File: src/rtl/hazard_pkg.sv
// hazard_pkg: shared state encoding and register constants for the hazard/stall sequencer
package hazard_pkg;
    typedef enum logic {RUN = 1'b0, BR_STALL = 1'b1} state_t;
    localparam logic [4:0] REG_ZERO = 5'd0;
endpackage

File: src/rtl/sat_counter.sv
// sat_counter: saturating up-counter with asynchronous active-low clear
module sat_counter #(
    parameter int W = 16
) (
    input  logic         clk,
    input  logic         rst_n,
    input  logic         inc,
    output logic [W-1:0] q
);
    always_ff @(posedge clk or negedge rst_n)
        if (!rst_n) q <= '0;
        else if (inc && !(&q)) q <= q + 1'b1;
endmodule

File: src/rtl/hazard_stall_ctrl.sv
// hazard_stall_ctrl: per-cycle advance/hold/bubble control for the 5-stage pipeline
module hazard_stall_ctrl
    import hazard_pkg::*;
#(
    parameter int CNT_W       = 16,
    parameter int MEM_TIMEOUT = 64,
    parameter int WAIT_W      = 8
) (
    input  logic             clk,
    input  logic             rst_n,
    input  logic [4:0]       RsIFID,
    input  logic [4:0]       RtIFID,
    input  logic             branch_id,
    input  logic             branch_taken,
    input  logic             jump_id,
    input  logic [4:0]       RdIDEX,
    input  logic             RegWriteIDEX,
    input  logic             MemReadIDEX,
    input  logic             mem_req,
    input  logic             mem_ready,
    output logic             pc_en,
    output logic             ifid_en,
    output logic             idex_en,
    output logic             exmem_en,
    output logic             ifid_flush,
    output logic             idex_flush,
    output logic             memwb_flush,
    output logic             state_o,
    output logic             mem_timeout,
    output logic [CNT_W-1:0] stall_cnt,
    output logic [CNT_W-1:0] flush_cnt
);
    localparam logic [WAIT_W-1:0] WAIT_MAX = WAIT_W'(MEM_TIMEOUT);

    state_t state, nextState;
    logic [WAIT_W-1:0] waitCnt;
    logic freeze, match, loadUse, branchAlu, redirect, stall;

    assign freeze    = mem_req && !mem_ready;
    assign match     = (RdIDEX != REG_ZERO) && (RdIDEX == RsIFID || RdIDEX == RtIFID);
    assign loadUse   = MemReadIDEX && match;
    assign branchAlu = branch_id && RegWriteIDEX && !MemReadIDEX && match;
    assign redirect  = jump_id || (branch_id && branch_taken);
    // a freeze masks every lower-priority hazard, including a pending BR_STALL cycle
    assign stall     = !freeze && (state == BR_STALL || loadUse || branchAlu);

    always_ff @(posedge clk or negedge rst_n)
        if (!rst_n) state <= RUN;
        else state <= nextState;

    always_comb begin
        nextState = freeze ? state :
                    (state == RUN && loadUse && branch_id) ? BR_STALL : RUN;
    end

    always_comb begin
        pc_en       = rst_n && !freeze && !stall;
        ifid_en     = rst_n && !freeze && !stall;
        idex_en     = rst_n && !freeze;
        exmem_en    = rst_n && !freeze;
        ifid_flush  = rst_n && !freeze && !stall && redirect;
        idex_flush  = rst_n && stall;
        memwb_flush = rst_n && freeze;
        state_o     = state;
    end

    always_ff @(posedge clk or negedge rst_n)
        if (!rst_n) begin
            waitCnt     <= '0;
            mem_timeout <= 1'b0;
        end else begin
            waitCnt <= !freeze ? '0 : (waitCnt == WAIT_MAX) ? waitCnt : waitCnt + 1'b1;
            if (freeze && waitCnt == WAIT_MAX - 1'b1) mem_timeout <= 1'b1;
        end

    sat_counter #(.W(CNT_W)) uStallCnt (.clk(clk), .rst_n(rst_n), .inc(stall), .q(stall_cnt));
    sat_counter #(.W(CNT_W)) uFlushCnt (.clk(clk), .rst_n(rst_n), .inc(ifid_flush), .q(flush_cnt));
endmodule

File: config.mk
export PLATFORM = sky130hd
export DESIGN_NAME = hazard_stall_ctrl
export DESIGN_NICKNAME = d
export VERILOG_FILES = /design/src/rtl/hazard_pkg.sv /design/src/rtl/sat_counter.sv /design/src/rtl/hazard_stall_ctrl.sv
export SDC_FILE = /design/constraint.sdc
export NUM_CORES = 1
export LEC_CHECK = 0
export CAP_MARGIN = 20
export CORE_MARGIN = 2
export CORE_UTILIZATION = 53
export CTS_BUF_LIST = sky130_fd_sc_hd__clkbuf_2
export DETAILED_ROUTE_END_ITERATION = 10
export GPL_TIMING_DRIVEN = 0
export PLACE_DENSITY = 0.95
export REMOVE_ABC_BUFFERS = 1
export SLEW_MARGIN = 20
export SYNTH_ARGS = -nofsm -noshare
export SYNTH_HDL_FRONTEND = slang
export SYNTH_SLANG_ARGS = --single-unit
export TNS_END_PERCENT = 10
File: constraint.sdc
create_clock -name clk -period 2.6 [get_ports clk]
set_input_delay 0.39 -clock clk [delete_from_list [all_inputs] [get_ports clk]]
set_output_delay 0.39 -clock clk [all_outputs]
set_load 0.05 [all_outputs]
==> results <==
==> worst min-delay path by stage <==
stage / startpoint / end / slack (ns) / depth (start not counted)
2_1_floorplan: rst_n / mem_timeout$_DFFE_PN0P_ / 0.09 / 0
3_3_place_gp: mem_timeout$_DFFE_PN0P_ / mem_timeout$_DFFE_PN0P_ / 0.47 / 1
3_5_place_dp: rst_n / uStallCnt.q[13]$_DFFE_PN0P_ / 0.36 / 1
4_1_cts: mem_timeout$_DFFE_PN0P_ / mem_timeout$_DFFE_PN0P_ / 0.51 / 1
5_1_grt: rst_n / uFlushCnt.q[6]$_DFFE_PN0P_ / 0.53 / 4
6_report: mem_timeout$_DFFE_PN0P_ / mem_timeout$_DFFE_PN0P_ / 0.50 / 1
==> kinds of logic (layout without fill, tap and decap cells) <==
kind of cell	count (synthesis)	in the layout
AOI/OAI and AO/OA	10	10
DFF	42	42
and+or+nand+nor	109	109
muxes	4	4
adders and majority gates	4	4
xor gates and xnor gates	45	45
buffers and inverters	9	79
==> registers in the layout (all words and copies together), names as in the netlist <==
name,flops
waitCnt,8
state_o,1
uStallCnt.q,16
uFlushCnt.q,16
mem_timeout,1
==> worst max-delay path, delay by kind of cell <==
kind            cells  cell delay [ns]
simple gates        1             0.22
compound gates      2             0.51
xor+xnor            1             0.22
buf+inv             3             0.81
==> metal layers <==
layer  global-route usage [%]  routed length [µm]  share of wire [%]
met5                        0                   0                  0
met4                     7.91                 116                2.2
met3                     6.40                 317                6.0
met1                     28.0                2210                 42
met2                     38.9                2610                 50
==> placed cells by master (no fill, tap or decap), types with 2 or more instances in the layout <==
cell type / n
clkbuf_2: 7
xnor2_1: 25
dlygate4sd3_1: 2
a21oi_1: 5
nor4_1: 6
mux2_2: 3
nor3_2: 6
dfrtp_1: 42
buf_12: 2
nand3_1: 21
dlygate4sd2_1: 5
nor2_1: 18
and2_1: 3
a21o_1: 2
xor2_1: 20
nand2_1: 20
nand4_1: 9
buf_6: 2
inv_1: 2
nor3_1: 5
clkdlybuf4s50_1: 54
and3_1: 9
ha_1: 4
==> cell type report <==
class | count | area share [%]
clock buffers | 5 | 0.821
clock inverters | 3 | 0.534
inverters | 2 | 0.246
multi-input cells | 172 | 39.2
flip-flops and latches | 42 | 34.5
well taps | 50 | 2.05
repair buffers | 69 | 22.6
==> repair_timing <==
action,in CTS,in global routing
hold buffers,3,0
setup buffers,1,0
endpoints found under the setup margin,6,4
gates resized for setup,19,8
hold endpoints to repair,17,0
cloned,0,0
pin swaps,2,0
==> stage by stage <==
step           setup slack, ns  setup TNS (ns)  hold WS, ns  area, µm²
5_1_grt               -0.00658        -0.00658        0.528       3050
6_report                0.0592               0        0.503       3050
3_3_place_gp             -1.66          -25.39        0.466       2950
4_1_cts                -0.0342         -0.0676        0.510       3050
3_5_place_dp            -0.706           -3.60        0.357       2960
2_1_floorplan           -0.497          -0.750       0.0944       2240
==> power groups by stage <==
stage | Combinational, mW | Clock (mW) | Sequential, mW
after global routing | 0.705 | 0.311 | 0.816
after detailed placement | 0.655 | 0 | 0.813
after floorplan | 0.185 | 0 | 1.03
after global placement | 0.637 | 0 | 0.811
final | 0.656 | 0.273 | 0.803
after CTS | 0.664 | 0.276 | 0.803
==> impl_metrics.env <==
export IMPL_critPathSlowestCell="clkdlybuf4s50_1"
export IMPL_dpl_cell_count=331
export IMPL_cp_required_ns=2.21
export IMPL_synth_fa_ha_area_share_pct=2.19
export IMPL_r2r_start="uStallCnt.q[0]$_DFFE_PN0P_"
export IMPL_period_minus_slack_ns=2.54
export IMPL_power_leakage_nw=1.32
export IMPL_wire_per_inst_um=15.3
export IMPL_synthTopCellsByCount="dfrtp_1, xnor2_1, nand3_1"
export IMPL_total_power_mw=1.73
export IMPL_rsz0062_at_grt="yes"
export IMPL_drcViolationCount=0
export IMPL_synth_xor_area_share_pct=17.2
export IMPL_max_stage_delay_ns=0.48
export IMPL_nNetsFinal=320
export IMPL_reg2reg_depth=7
export IMPL_clock_sinks=42
export IMPL_diodes=0
export IMPL_drt_pass1_iter_count=4
export IMPL_power_switching_mw=0.708
export IMPL_yosysTopAreaCell="dfrtp_1"
export IMPL_finalMaxSlewViolations=0
export IMPL_cp_max_fo=16
export IMPL_synthFlopType="dfrtp_1"
export IMPL_clk_latency_ns=0.41
export IMPL_muxShareOfSynthArea_pct=1.97
export IMPL_synth_async_reset_ratio_pct=100
export IMPL_vias_per_cell=5.56
export IMPL_gp_congestion=0.839
export IMPL_clkPwrFrac_pct=15.7
export IMPL_antenna_found_initial=0
export IMPL_start_util_pct=56.0
export IMPL_cts_tree="yes"
export IMPL_multi_input_area_um2=1190
export IMPL_irDropWorstVdd_mv=0.667
export IMPL_ff_latch_area_um2=1050
export IMPL_grt_usage_pct=22.9
export IMPL_ant_nets=0
export IMPL_routed_wl_um=5250
export IMPL_fin_cells=343
export IMPL_power_density_nw_per_um2=569
export IMPL_clk_pin_slew_ns=0.22
export IMPL_drtIter0Drc=82
export IMPL_die_area_um2=4860
export IMPL_worstPathCellList="clkdlybuf4s50_1 > xor2_1 > o32ai_4 > a21oi_4 > buf_6 > and2b_2 > buf_6"
export IMPL_drive_gt1_share_pct=11.9
export IMPL_num_vias=1908
export IMPL_synth_yosys_seq_area_share_pct=45.9
export IMPL_synth_area_per_cell_um2=10.3
export IMPL_cp_endpoint="idex_flush"
export IMPL_synth_edf_count=0
export IMPL_fillers=298
export IMPL_cts_buffers=5
export IMPL_finClkSkew_ns=0.0166
export IMPL_grt_pass1_vias=1902
export IMPL_synthSimpleGateAreaFrac_pct=26.4
export IMPL_fin_crit_sh_pct=97.7
export IMPL_synth_top_area_share_pct=45.9
export IMPL_synth_top_family_by_area="simple AND/OR/NAND/NOR gates"
export IMPL_cts_htree_levels=2
export IMPL_hpwl_um=3890
export IMPL_r2r_end="uStallCnt.q[1]$_DFFE_PN0P_"
export IMPL_die_h_um=69.7
export IMPL_setup_viol=0
export IMPL_p_comb_share_pct=37.9
export IMPL_worst_setup_path_type="primary input to primary output"
export IMPL_final_core_util_pct=74.6
export IMPL_cpMostUsedCell="buf_6"
export IMPL_max_freq_mhz=394
export IMPL_rows=23
export IMPL_ys_warnings_count=0
export IMPL_p_sw_share_pct=40.9
export IMPL_ys_top_cells_by_area="dfrtp_1, xnor2_1, xor2_1"
export IMPL_seqPwrFrac_pct=46.4
export IMPL_worstSetupStartpointType="primary input"
export IMPL_ios=65
export IMPL_synth_most_common_cell="dfrtp_1"
export IMPL_core_area_um2=4090
export IMPL_overflow=0
export IMPL_worst_pin_slew_ns=0.772
export IMPL_synth_compound_area_share_pct=3.88
export IMPL_io_buffers=64
export IMPL_slew_headroom_pct=48.4
export IMPL_postSynthCellCount=223
export IMPL_yosysUniqueCellTypes=37
export IMPL_ys_ff_latch=42
export IMPL_end_kind="primary output"
export IMPL_cts_root_buf="clkbuf_2"
export IMPL_p_int_mw=1.02
export IMPL_chipWidth_um=69.7
export IMPL_grt_max_degree=26
export IMPL_outcome="complete, no violations"
export IMPL_cts_buffer_depth=2
export IMPL_hold_violations=0
export IMPL_startpoint="RdIDEX[0]"
export IMPL_post_synth_instance_area_um2=2290
export IMPL_cp_arrival_ns=2.15
export IMPL_rrSetupSlack_ns=0.34
export IMPL_hp_class="flop to flop"
export IMPL_syn2layout_area_growth_pct=33.1
export IMPL_drv_cap=0
export IMPL_grt_pass1_wl_um=8910
Power figures use the tool's default switching activity.
